$ cat src/rtl/uart_packet_tx_if.sv
// Handshake bundle between a frame producer and uart_packet_tx:
// frame request (start/addr/len), payload stream, and status/line outputs.
interface uart_packet_tx_if;
  logic       start;
  logic [6:0] addr;
  logic [7:0] len;
  logic [7:0] in_data;
  logic       in_valid;
  logic       in_ready;
  logic       busy;
  logic       done;
  logic       tx;

  modport master (
    output start, addr, len, in_data, in_valid,
    input  in_ready, busy, done, tx
  );

  modport slave (
    input  start, addr, len, in_data, in_valid,
    output in_ready, busy, done, tx
  );
endinterface

$ cat src/rtl/uart_packet_tx.sv
// Packet framer + 8N1 UART serializer: sends DD, {0,addr}, len, payload, crc on tx.
// Optional macro UART_PKT_CRC_EN: XOR CRC byte when defined, constant 0xCC otherwise.
module uart_packet_tx #(
  parameter int SYS_CLK  = 100,
  parameter int BAUDRATE = 115200,
  parameter int GAP_BITS = 0
) (
  input  logic            clk_100,
  input  logic            rst,
  uart_packet_tx_if.slave bus
);
  localparam int              DIV         = SYS_CLK * 1000000 / BAUDRATE;
  localparam int              BW          = (DIV > 1) ? $clog2(DIV) : 1;
  localparam logic [BW-1:0]   BAUD_LAST   = BW'(DIV - 1);
  localparam logic [3:0]      GAP_LAST    = 4'((GAP_BITS > 0) ? GAP_BITS - 1 : 0);
  localparam logic [7:0]      PREFIX_BYTE = 8'hDD;

  typedef enum logic [2:0] {IDLE, PREFIX, ADDR, LEN, DATA, CRC} frame_t;
  typedef enum logic [2:0] {S_IDLE, S_START, S_BITS, S_STOP, S_GAP} ser_t;

  frame_t        frame_q, frame_d;
  ser_t          ser_q, ser_d;
  logic [BW-1:0] baud_q, baud_d;
  logic [2:0]    bit_q, bit_d;
  logic [3:0]    gap_q, gap_d;
  logic [7:0]    remain_q, remain_d;
  logic [7:0]    shift_q, shift_d;
  logic [6:0]    addr_q, addr_d;
  logic [7:0]    len_q, len_d;
  logic          tx_q, tx_d;
  logic          busy_q, busy_d;
  logic          done_q, done_d;
  logic          ready_q, ready_d;

  logic          bit_end;
  logic          byte_done;
  logic          load;
  logic [7:0]    load_byte;
  logic          to_idle;
  logic [7:0]    crc_byte;

  assign bit_end = (baud_q == BAUD_LAST);

  always_comb begin
    frame_d   = frame_q;
    ser_d     = ser_q;
    baud_d    = baud_q;
    bit_d     = bit_q;
    gap_d     = gap_q;
    remain_d  = remain_q;
    shift_d   = shift_q;
    addr_d    = addr_q;
    len_d     = len_q;
    tx_d      = tx_q;
    busy_d    = busy_q;
    done_d    = 1'b0;
    ready_d   = ready_q;
    byte_done = 1'b0;
    load      = 1'b0;
    load_byte = '0;
    to_idle   = 1'b0;

    unique case (ser_q)
      S_IDLE: ;
      S_START: begin
        if (bit_end) begin
          ser_d  = S_BITS;
          baud_d = '0;
          bit_d  = '0;
          tx_d   = shift_q[0];
        end else begin
          baud_d = baud_q + BW'(1);
        end
      end
      S_BITS: begin
        if (bit_end) begin
          baud_d = '0;
          if (bit_q == 3'd7) begin
            ser_d = S_STOP;
            tx_d  = 1'b1;
          end else begin
            bit_d   = bit_q + 3'd1;
            shift_d = shift_q >> 1;
            tx_d    = shift_q[1];
          end
        end else begin
          baud_d = baud_q + BW'(1);
        end
      end
      S_STOP: begin
        if (bit_end) begin
          baud_d = '0;
          if (GAP_BITS == 0) begin
            byte_done = 1'b1;
          end else begin
            ser_d = S_GAP;
            gap_d = '0;
          end
        end else begin
          baud_d = baud_q + BW'(1);
        end
      end
      S_GAP: begin
        if (bit_end) begin
          baud_d = '0;
          if (gap_q == GAP_LAST) byte_done = 1'b1;
          else                   gap_d = gap_q + 4'd1;
        end else begin
          baud_d = baud_q + BW'(1);
        end
      end
      default: ;
    endcase

    // byte_done marks the last cycle of a byte; the next byte (or the
    // payload wait) is set up on that same edge so header bytes run back-to-back.
    unique case (frame_q)
      IDLE: begin
        if (bus.start) begin
          addr_d    = bus.addr;
          len_d     = bus.len;
          remain_d  = bus.len;
          busy_d    = 1'b1;
          frame_d   = PREFIX;
          load      = 1'b1;
          load_byte = PREFIX_BYTE;
        end
      end
      PREFIX: begin
        if (byte_done) begin
          frame_d   = ADDR;
          load      = 1'b1;
          load_byte = {1'b0, addr_q};
        end
      end
      ADDR: begin
        if (byte_done) begin
          frame_d   = LEN;
          load      = 1'b1;
          load_byte = len_q;
        end
      end
      LEN: begin
        if (byte_done) begin
          if (len_q == 8'd0) begin
            frame_d   = CRC;
            load      = 1'b1;
            load_byte = crc_byte;
          end else begin
            frame_d = DATA;
            to_idle = 1'b1;
          end
        end
      end
      DATA: begin
        if (ready_q && bus.in_valid) begin
          ready_d   = 1'b0;
          remain_d  = remain_q - 8'd1;
          load      = 1'b1;
          load_byte = bus.in_data;
        end else if (byte_done) begin
          if (remain_q == 8'd0) begin
            frame_d   = CRC;
            load      = 1'b1;
            load_byte = crc_byte;
          end else begin
            to_idle = 1'b1;
          end
        end
      end
      CRC: begin
        if (byte_done) begin
          frame_d = IDLE;
          ser_d   = S_IDLE;
          busy_d  = 1'b0;
          done_d  = 1'b1;
        end
      end
      default: ;
    endcase

    if (to_idle) begin
      ser_d   = S_IDLE;
      ready_d = 1'b1;
      tx_d    = 1'b1;
    end
    if (load) begin
      ser_d   = S_START;
      baud_d  = '0;
      shift_d = load_byte;
      tx_d    = 1'b0;
    end
  end

  always_ff @(posedge clk_100) begin
    if (rst) begin
      frame_q  <= IDLE;
      ser_q    <= S_IDLE;
      baud_q   <= '0;
      bit_q    <= '0;
      gap_q    <= '0;
      remain_q <= '0;
      shift_q  <= '0;
      addr_q   <= '0;
      len_q    <= '0;
      tx_q     <= 1'b1;
      busy_q   <= 1'b0;
      done_q   <= 1'b0;
      ready_q  <= 1'b0;
    end else begin
      frame_q  <= frame_d;
      ser_q    <= ser_d;
      baud_q   <= baud_d;
      bit_q    <= bit_d;
      gap_q    <= gap_d;
      remain_q <= remain_d;
      shift_q  <= shift_d;
      addr_q   <= addr_d;
      len_q    <= len_d;
      tx_q     <= tx_d;
      busy_q   <= busy_d;
      done_q   <= done_d;
      ready_q  <= ready_d;
    end
  end

`ifdef UART_PKT_CRC_EN
  logic [7:0] crc_q;
  logic       crc_take;

  // Fold every byte except the prefix and the CRC itself into the running XOR.
  always_comb crc_take = load && (frame_d == ADDR || frame_d == LEN || frame_d == DATA);

  always_ff @(posedge clk_100) begin
    if (rst || (frame_q == IDLE && bus.start)) crc_q <= '0;
    else if (crc_take)                         crc_q <= crc_q ^ load_byte;
  end

  assign crc_byte = crc_q;
`else
  assign crc_byte = 8'hCC;
`endif

  assign bus.tx       = tx_q;
  assign bus.busy     = busy_q;
  assign bus.done     = done_q;
  assign bus.in_ready = ready_q;
endmodule

$ cat src/flat_wrapper.sv
// flat-port wrapper written by rule: the top's interface ports become plain ports
module uart_packet_tx_flat 
#(
  parameter int SYS_CLK  = 100,
  parameter int BAUDRATE = 115200,
  parameter int GAP_BITS = 0
)
  (clk_100, rst, bus_start, bus_addr, bus_len, bus_in_data, bus_in_valid, bus_in_ready, bus_busy, bus_done, bus_tx);
  uart_packet_tx_if bus_i ();
  input  logic clk_100;
  input  logic rst;
  input wire logic [$bits(bus_i.start)-1:0] bus_start;
  input wire logic [$bits(bus_i.addr)-1:0] bus_addr;
  input wire logic [$bits(bus_i.len)-1:0] bus_len;
  input wire logic [$bits(bus_i.in_data)-1:0] bus_in_data;
  input wire logic [$bits(bus_i.in_valid)-1:0] bus_in_valid;
  output wire logic [$bits(bus_i.in_ready)-1:0] bus_in_ready;
  output wire logic [$bits(bus_i.busy)-1:0] bus_busy;
  output wire logic [$bits(bus_i.done)-1:0] bus_done;
  output wire logic [$bits(bus_i.tx)-1:0] bus_tx;
  assign bus_i.start = bus_start;
  assign bus_i.addr = bus_addr;
  assign bus_i.len = bus_len;
  assign bus_i.in_data = bus_in_data;
  assign bus_i.in_valid = bus_in_valid;
  assign bus_in_ready = bus_i.in_ready;
  assign bus_busy = bus_i.busy;
  assign bus_done = bus_i.done;
  assign bus_tx = bus_i.tx;
  uart_packet_tx #(.SYS_CLK(SYS_CLK), .BAUDRATE(BAUDRATE), .GAP_BITS(GAP_BITS)) u_core (.clk_100(clk_100), .rst(rst), .bus(bus_i));
endmodule
$ cat config.mk
export PLATFORM = sky130hd
export DESIGN_NAME = uart_packet_tx_flat
export DESIGN_NICKNAME = d
export VERILOG_FILES = /design/src/rtl/uart_packet_tx_if.sv /design/src/rtl/uart_packet_tx.sv /design/src/flat_wrapper.sv
export SDC_FILE = /design/constraint.sdc
export NUM_CORES = 1
export LEC_CHECK = 0
export BUFFER_PORTS_ARGS = -buffer_cell sky130_fd_sc_hd__buf_4
export CAP_MARGIN = 10
export CORE_MARGIN = 8
export CORE_UTILIZATION = 30
export DETAILED_ROUTE_END_ITERATION = 10
export GPL_ROUTABILITY_DRIVEN = 0
export SLEW_MARGIN = 20
export SYNTH_ARGS = -nofsm -noshare
export SYNTH_HDL_FRONTEND = slang
export SYNTH_SLANG_ARGS = --single-unit
$ cat constraint.sdc
create_clock -name clk_100 -period 3.55 [get_ports clk_100]
set_input_delay 0.71 -clock clk_100 [delete_from_list [all_inputs] [get_ports clk_100]]
set_output_delay 0.71 -clock clk_100 [all_outputs]
set_load 0.005 [all_outputs]
==> flow_metrics.tcl <==
set metrics [dict create \
    post_synth_instance_area_mm2 0.00304 \
    timing.critical_path.slowest_cell_delay_ns 0.81 \
    clk_pin_slew_ns 0.07 \
    routed_wire_length_per_instance_um 14.8 \
    crit_fanout 12 \
    number_of_synthesized_flops_with_an_enable_pin 0 \
    final_core_utilization 0.361 \
    period_share 0.759 \
    pre_cts_slack_ns 0.745 \
    max_freq_mhz 371 \
    detail_route.wirelength_um 7930 \
    initial_antenna_violation_count 0 \
    worstHoldPathType "flop to flop" \
    finalHoldWorstSlack_ns 0.459 \
    synth_fp_nets 407 \
    result_of_the_run "finished, final reports clean" \
    dp_cells 521 \
    asyncSetResetFlopFracSynth 0 \
    seq_area_frac_synth 0.382 \
    route.detailed.drc 0 \
    cp_data_arrival_time_ns 2.96 \
    cts_setup_buffers 0 \
    worst_setup_path_start_kind "flop" \
    post-route-min-period_ns 2.70 \
    synth_cell_type_count 67 \
    unrepaired_setup_endpoints_after_global_routing "false" \
    insertedDiodeCount 0 \
    routed_via_density 5.14 \
    report.final.slew_viol_count 0 \
    finalSetupViolations 0 \
    net-switching-power_mw 0.363 \
    timing.setup.critical_path_class "flop to flop" \
    place.port_buffers 30 \
    timing.setup.tns_ns 0 \
    cells_along_the_critical_path "inv_1 > ha_1 > or3b_2 > o22ai_4 > and2_2 > o21ai_1 > nand3_2 > nor2_1" \
    synth_top_cell_area_share 0.382 \
    grt_pass1_vias 2748 \
    cts_resized 0 \
    die_y_um 117 \
    cts-htree-levels 3 \
    worstSkewPairLatency_ns 0.34 \
    setup_slack_of_the_critical_path_after_layout_ns 0.855 \
    overflow 0 \
    dp_hpwl_um 5730 \
    cts_sinks 58 \
    drt_iter0_markers 174 \
    placeableCoreArea_mm2 0.00982 \
    detailroute.via_count 2757 \
    initial_utilization 0.309 \
    clock_tree.buffer_depth 2 \
    p_seq_frac 0.505 \
    die-width_um 117 \
    finalClockSkew_ns 0.00824 \
    worstMarginPinSlew_ns 1.02 \
    synth_top_cells_by_area "dfxtp_1, nand2_1, a21oi_1" \
    maxCapViolCount 0 \
    max_slew_margin 0.313 \
    grt_max_degree 48 \
    fp-row-count 36 \
    synthDominantAreaCellType "dfxtp_1" \
    yosys_register_bits 58 \
    power_frac_comb 0.110 \
    cts_hold_buffers 0 \
    grt_use_total 0.125 \
    grt_first_pass_wirelength_um 13200 \
    vdd.ir_drop.worst_mv 0.164 \
    finish.cell_count_without_fillers 536 \
    synth_flop_cell "dfxtp_1" \
    power.share.switching 0.261 \
    numCtsBuffers 9 \
    critical-path-slowest-cell "o21ai_1" \
    tritoncts "built" \
    drive_above_1_share 0.171 \
    synth-warning-count 0 \
    power.density_mw_per_mm2 393 \
    p_int_mw 1.03 \
    avgSynthCellArea_um2 8.14 \
    firstDrtPassIters 5 \
    cts_root_buffer "clkbuf_8" \
    synthToLayoutAreaGrowth_pct 16.8 \
    critical_path_end_type "flop" \
    boundaryPins 31 \
    syn-instance-count 373 \
    final-hold-violation-count 0 \
    cp.required_ns 3.81 \
    clock_power_share 0.385 \
    num-nets-final 433 \
    power_leakage_nw 1.34 \
    design.die.area_mm2 0.0136 \
    ant_nets 0 \
]
==> routing by layer <==
layer  routed length, um  up-vias  part of all wire  track usage
met5                   0        -                 0            0
met3                 431       10             0.054       0.0450
met4                 102        0             0.013       0.0461
li1                    -     1390                 -            -
met2                3840       77              0.48        0.208
met1                3550     1280              0.45        0.144
==> worst paths after layout <==
kind              slack, ns  cells past startpoint                           from                       endpoint
hold reg to reg        0.46                      2  u_core.addr_q[5]$_SDFFE_PP0P_  u_core.addr_q[5]$_SDFFE_PP0P_
setup reg to reg       0.85                      8   u_core.gap_q[0]$_SDFFE_PP0P_  u_core.baud_q[8]$_SDFFE_PP0P_
hold / removal         0.46                      2  u_core.addr_q[5]$_SDFFE_PP0P_  u_core.addr_q[5]$_SDFFE_PP0P_
setup / recovery       0.85                      8   u_core.gap_q[0]$_SDFFE_PP0P_  u_core.baud_q[8]$_SDFFE_PP0P_
==> area by class of cell <==
class	count	area, um2
fillers	1073	6270
multi-input cells	291	1780
flip-flops and latches	58	1160
repair buffers	34	255
well taps	133	166
clock buffers	12	155
inverters	5	18.8
clock inverters	3	15.0
==> kinds of logic (layout without fill, tap and decap cells) <==
| kind of cell | Yosys count | after routing | share of synthesized area |
|---|---|---|---|
| compound gates | 98 | 98 | 0.212 |
| xor+xnor | 14 | 14 | 0.0404 |
| fa+ha+maj | 7 | 7 | 0.0288 |
| buf+inv | 24 | 54 | 0.0329 |
| flops | 58 | 58 | 0.382 |
| mux | 7 | 7 | 0.0272 |
| simple gates | 165 | 165 | 0.277 |
==> through the flow <==
step	cell area (um2)	total power, mW
4_1_cts	3550	1.41
2_1_floorplan	3040	0.814
5_1_grt	3550	1.47
3_3_place_gp	3380	0.869
6_report	3550	1.39
3_5_place_dp	3380	0.871
==> layout by cell type (no fill, tap or decap), types with 7 or more instances in the layout <==
cell / synthesis / layout
nand2_1: 68 / 68
dfxtp_1: 58 / 58
a21oi_1: 36 / 36
nor2_1: 35 / 35
buf_4: 2 / 34
o21ai_0: 16 / 16
clkbuf_8: 0 / 11
xor2_1: 10 / 10
nor3_1: 8 / 8
a31oi_1: 7 / 7
ha_1: 7 / 7
==> critical path, delay by kind of cell, from the launching register on <==
family                     cells  cell delay [ns]
and+or+nand+nor                4             1.06
DFF                            1             0.39
buffers and inverters          1             0.06
AOI/OAI and AO/OA              2             0.93
adders and majority gates      1             0.18
==> registers in the layout, summed over array words and instances, names as in the netlist, 3 cells and up <==
register         cells
u_core.ser_q         3
u_core.bit_q         3
u_core.gap_q         4
u_core.addr_q        7
u_core.baud_q       10
u_core.frame_q       3
u_core.len_q         8
u_core.remain_q      8
u_core.shift_q       8
==> power groups by stage <==
stage | sequential (mW) | clock, mW | combinational (mW)
2_1_floorplan | 0.707 | 0 | 0.107
3_3_place_gp | 0.717 | 0 | 0.152
3_5_place_dp | 0.717 | 0 | 0.154
4_1_cts | 0.703 | 0.554 | 0.155
5_1_grt | 0.707 | 0.592 | 0.172
6_report | 0.703 | 0.536 | 0.154
==> synthesized netlist by cell type (all sizes together) (6+ instances only) <==
master and number:
nand2 69, dfxtp 58, a21oi 36, nor2 36
o21ai 20, clkbuf 14, xor2 10, nor3 8
a31oi 7, ha 7, nor4 7, nand3 6
nand4 6
No activity file was read; power rests on OpenSTA's default activity.
